**config.mk**
```make
export PLATFORM = sky130hd
export DESIGN_NAME = sll_iter_32
export DESIGN_NICKNAME = d
export VERILOG_FILES = /design/src/rtl/alu_pkg.sv /design/src/rtl/sll_stage_var.sv /design/src/rtl/sll_iter_32.sv
export SDC_FILE = /design/constraint.sdc
export NUM_CORES = 1
export LEC_CHECK = 0
export ABC_AREA = 1
export BUFFER_PORTS_ARGS = -buffer_cell sky130_fd_sc_hd__buf_2
export CAP_MARGIN = 0
export CORE_ASPECT_RATIO = 0.5
export CORE_MARGIN = 2
export CORE_UTILIZATION = 35
export DETAILED_ROUTE_END_ITERATION = 12
export GPL_TIMING_DRIVEN = 0
export PLACE_DENSITY_LB_ADDON = 0.1
export SLEW_MARGIN = 5
export SYNTH_ARGS = -nofsm -noshare
export SYNTH_HDL_FRONTEND = slang
export SYNTH_SLANG_ARGS = --single-unit
```
**constraint.sdc**
```tcl
create_clock -name clock -period 3.1 [get_ports clock]
set_clock_uncertainty 0.2 [all_clocks]
set_input_delay 0.155 -clock clock [delete_from_list [all_inputs] [get_ports clock]]
set_output_delay 0.155 -clock clock [all_outputs]
set_load 0.02 [all_outputs]
```
**src/rtl/alu_pkg.sv**
```systemverilog
// Shared ALU constants and the state encoding of the iterative shifter.
package alu_pkg;

  // Operand/result width and the matching shift-amount width (log2 of WIDTH).
  localparam int WIDTH   = 32;
  localparam int SHAMT_W = 5;

  // State encoding of the iterative shifter FSM.
  localparam logic IDLE  = 1'b0;
  localparam logic SHIFT = 1'b1;

  typedef enum logic {
    ST_IDLE  = IDLE,
    ST_SHIFT = SHIFT
  } state_t;

endpackage : alu_pkg

```
**src/rtl/sll_stage_var.sv**
```systemverilog
// One variable power-of-two left-shift stage: shifts by 2**sel when enabled.
// Zero-fills the LSBs; bits pushed past the MSB are dropped.
module sll_stage_var
  import alu_pkg::*;
#(
  parameter int W  = WIDTH,
  parameter int SW = SHAMT_W
) (
  input  logic [W-1:0]  data_in,
  input  logic          en,
  input  logic [SW-1:0] sel,
  output logic [W-1:0]  data_out
);

  // Apply the 2**sel shift only when this stage's amount bit is set.
  always_comb begin
    data_out = data_in;
    if (en) begin
      data_out = data_in << (32'd1 << sel);
    end else begin
      data_out = data_in;
    end
  end

endmodule : sll_stage_var

```
**src/rtl/sll_iter_32.sv**
```systemverilog
// Iterative 32-bit logical left shifter with a start/ready handshake.
// One power-of-two stage is applied per clock, so every shift takes exactly
// SHAMT_W cycles regardless of the amount; the stage is reused each cycle.
module sll_iter_32
  import alu_pkg::*;
(
  input  logic               clock,
  input  logic               reset,
  input  logic               ctrl_start,
  input  logic [WIDTH-1:0]   data_operandA,
  input  logic [SHAMT_W-1:0] ctrl_shiftamt,
  output logic [WIDTH-1:0]   data_result,
  output logic               data_resultRDY,
  output logic               ctrl_busy
);

  localparam logic [SHAMT_W-1:0] LAST_STAGE = SHAMT_W'(SHAMT_W - 1);

  state_t             state;
  state_t             state_next;
  logic [SHAMT_W-1:0] stage;
  logic [WIDTH-1:0]   work;
  logic [SHAMT_W-1:0] amt;
  logic [WIDTH-1:0]   stage_out;
  logic               accept;
  logic               finish;

  // The single shared shift stage, steered by the current stage index.
  sll_stage_var #(
    .W  (WIDTH),
    .SW (SHAMT_W)
  ) u_stage (
    .data_in  (work),
    .en       (amt[stage]),
    .sel      (stage),
    .data_out (stage_out)
  );

  // Next-state logic: accept a request only when idle, finish on the last stage.
  always_comb begin
    state_next = state;
    accept     = 1'b0;
    finish     = 1'b0;
    case (state)
      ST_IDLE: begin
        if (ctrl_start) begin
          state_next = ST_SHIFT;
          accept     = 1'b1;
        end else begin
          state_next = ST_IDLE;
        end
      end
      ST_SHIFT: begin
        if (stage == LAST_STAGE) begin
          state_next = ST_IDLE;
          finish     = 1'b1;
        end else begin
          state_next = ST_SHIFT;
        end
      end
      default: begin
        state_next = ST_IDLE;
      end
    endcase
  end

  // State register; reset abandons any shift in flight.
  always_ff @(posedge clock or posedge reset) begin
    if (reset) begin
      state <= ST_IDLE;
    end else begin
      state <= state_next;
    end
  end

  // Datapath: capture operands on accept, step one stage per cycle, publish on finish.
  always_ff @(posedge clock or posedge reset) begin
    if (reset) begin
      stage          <= '0;
      work           <= '0;
      amt            <= '0;
      data_result    <= '0;
      data_resultRDY <= 1'b0;
    end else begin
      data_resultRDY <= finish;
      if (accept) begin
        work  <= data_operandA;
        amt   <= ctrl_shiftamt;
        stage <= '0;
      end else if (state == ST_SHIFT) begin
        work  <= stage_out;
        stage <= finish ? '0 : stage + SHAMT_W'(1);
      end
      if (finish) begin
        data_result <= stage_out;
      end
    end
  end

  // Busy is a direct decode of the state register.
  assign ctrl_busy = (state == ST_SHIFT);

endmodule : sll_iter_32

```
==> flow_summary.toml <==
[critical_path]
path_depth = 6
cp_data_arrival_time_ns = 2.94
end_kind = "flop"
worstPathRequired_ns = 3.18
worstPathMaxFanout = 10
startpoint = "ctrl_busy"
r2r.worst_path.cells = 6
cp_slowest_stage_delay_ns = 0.81
reg2reg_from = "ctrl_busy"
critPathSlowestCell = "nor2_1"
rrSetupSlack_ns = 0.24
path_buf_inv = 3
r2r_end = "work[31]"
worstSetupStartpointType = "flop"
worstPathCellList = "clkbuf_1, nor2_1, clkinv_1, o21ai_0, inv_1, nand2_1"
critPathKind = "flop to flop"
critPathTopFamily = "buffers and inverters"

[final_layout]
num_antenna_cells = 0
n_fill_cell = 1731
multi_input_area_um2 = 3202
fin_area_um2 = 6862
area_growth_pct = 25.35
seqCellArea_um2 = 1902
final_nets = 1037
final_layout_size_suffix_gt1_frac = 0.1426

[clock_tree]
cts_root_buf = "clkbuf_16"
clockBufferDepth = 2
clk_latency_ns = 0.34
cts_max_level = 3
clk_pin_slew_ns = 0.06
cts_sinks = 76
cts_buffers = 9
cts_tree = "built"

[status]
status = "complete, no violations"

[grt]
grt_max_degree = 57
track_usage = 0.2734
overflow = 0
grt_pass1_wl_um = 34850
grt_pass1_vias = 5938
antenna_found_initial = 0

[placement]
port-buffer-count = 73
dp_hpwl_um = 17670
gp_congestion = 1.018
dpl_cell_area_um2 = 6125

[detailed_routing]
wirelength_um = 22260
met1_length_um = 11560
viasPerCell = 5.239
vias = 6287
first_pass_iters = 5
first_iter_violations = 641
ant_nets = 0
wl_per_cell_um = 18.55
top_layer_used = "met4"
drc_errors = 0
met3_length_um = 1525
route.met2.wl_um = 8904

[timing]
worst_pin_slew_ns = 1.007
fin_crit_ns = 2.859
slew_headroom = 0.3263
rsz0062_at_grt = "no"
holdWs_ns = 0.03313
period_share = 0.9222
drv_slew = 0
hold_violations = 0
setup_viol = 0
fmax_mhz = 349.8

[logic_synthesis]
ys.flop_type = "dfrtp_1"
synthTopCellsByCount = "nand2_1 (408), nand3_1 (205), dfrtp_1 (76), inv_1 (39), clkbuf_1 (21)"
synth_cells = 868
avgSynthCellArea_um2 = 6.306
yosysTopAreaCell = "dfrtp_1"
ys_top_cells_by_area = "dfrtp_1 (35%), nand2_1 (28%), nand3_1 (19%), inv_1 (2.7%), buf_2 (1.6%)"
yosysMostFrequentCell = "nand2_1"
synth-edff-count = 0
synth-seq-cells = 76
yosys_warnings = 0
synth.yosys.seq_area_share = 0.3474
syn_area_um2 = 5474
synth-async-reset-ratio = 1.000
synthDistinctLibCells = 32
synth_top_area_frac = 0.3474
syn_nets = 914

[die]
dieArea_um2 = 16720
coreArea_um2 = 15330
row_count = 32
start_util = 0.3570
fp.dieH_um = 92.43
io-pin-count = 74
die_w_um = 180.9

[worst_hold_path]
min_path_cells = 3
hold_class = "primary input to flop"
holdPathEnd = "ctrl_busy"
min_from = "ctrl_start"

[flow_run]
drv_cap = 0
==> sequential cells by signal (all words and copies together) (netlist names) <==
| register | cells |
|---|---|
| data_result | 32 |
| work | 32 |
| amt | 5 |
| stage | 5 |
| ctrl_busy | 1 |
| data_resultRDY | 1 |
==> metrics by stage <==
step	setup TNS, ns	util	std cells	worst slack [ns]
floorplan	0	-	868	0.8067
global placement	-23.67	0.3974	1145	-0.3247
detailed placement	0	0.3994	1146	0.1585
CTS	0	0.4447	1200	0.1425
global route	0	0.4475	1200	0.01187
finish	0	0.4475	1200	0.2411
==> final cells by class <==
| type | count | share of cell area |
|---|---|---|
| plain buffers | 51 | 0.03611 |
| clock buffers | 13 | 0.03939 |
| clock inverters | 3 | 0.006382 |
| inverters | 44 | 0.02443 |
| multi-input cells | 697 | 0.4666 |
| flip-flops and latches | 76 | 0.2772 |
| well taps | 204 | 0.03720 |
| repair buffers | 112 | 0.1127 |
==> cells by family (layout without fill, tap and decap cells) <==
| kind of cell | count (synthesis) | after routing | share of synthesized area |
|---|---|---|---|
| compound gates | 45 | 45 | 0.05143 |
| xor+xnor | 2 | 2 | 0.003201 |
| flops | 76 | 76 | 0.3474 |
| buf+inv | 95 | 223 | 0.07474 |
| simple gates | 644 | 644 | 0.5095 |
| fa+ha+maj | 6 | 6 | 0.01371 |
==> timing repair <==
item,in CTS,in global routing
hold buffers,38,0
setup endpoints to repair,0,18
setup buffers,0,0
resized for setup,0,11
endpoints found under the hold margin,113,0
==> layout by cell type, fill, tap and decap left out, drive strengths merged, types with 6 or more instances in the layout <==
| master | count |
|---|---|
| nand2 | 411 |
| nand3 | 213 |
| buf | 102 |
| dfrtp | 76 |
| inv | 43 |
| dlygate4sd3 | 38 |
| clkbuf | 36 |
| o21ai | 18 |
| nor2 | 14 |
| o211ai | 9 |
| a21oi | 7 |
| o22ai | 6 |
| ha | 6 |
==> worst min-delay path, delay by kind of cell <==
family | cells | cell delay (ns)
buf+inv | 1 | 0.10
simple gates | 2 | 0.29
==> worst max-delay path by stage <==
stage | endpoint | slack, ns
after floorplan | amt[0] | 0.81
after global placement | data_result[23] | -0.32
final | work[31] | 0.24
after CTS | data_result[19] | 0.14
after detailed placement | data_result[19] | 0.16
after global routing | work[28] | 0.01
==> metal layers <==
layer	up-vias	GRT usage
met2	219	0.3932
met5	-	0
met3	21	0.04797
met1	2978	0.4261
met4	0	0.04570
li1	3069	-
Power is left out: the tool's default activity adds up to more than one toggle a clock period on the data nets, which glitch-free logic cannot reach.
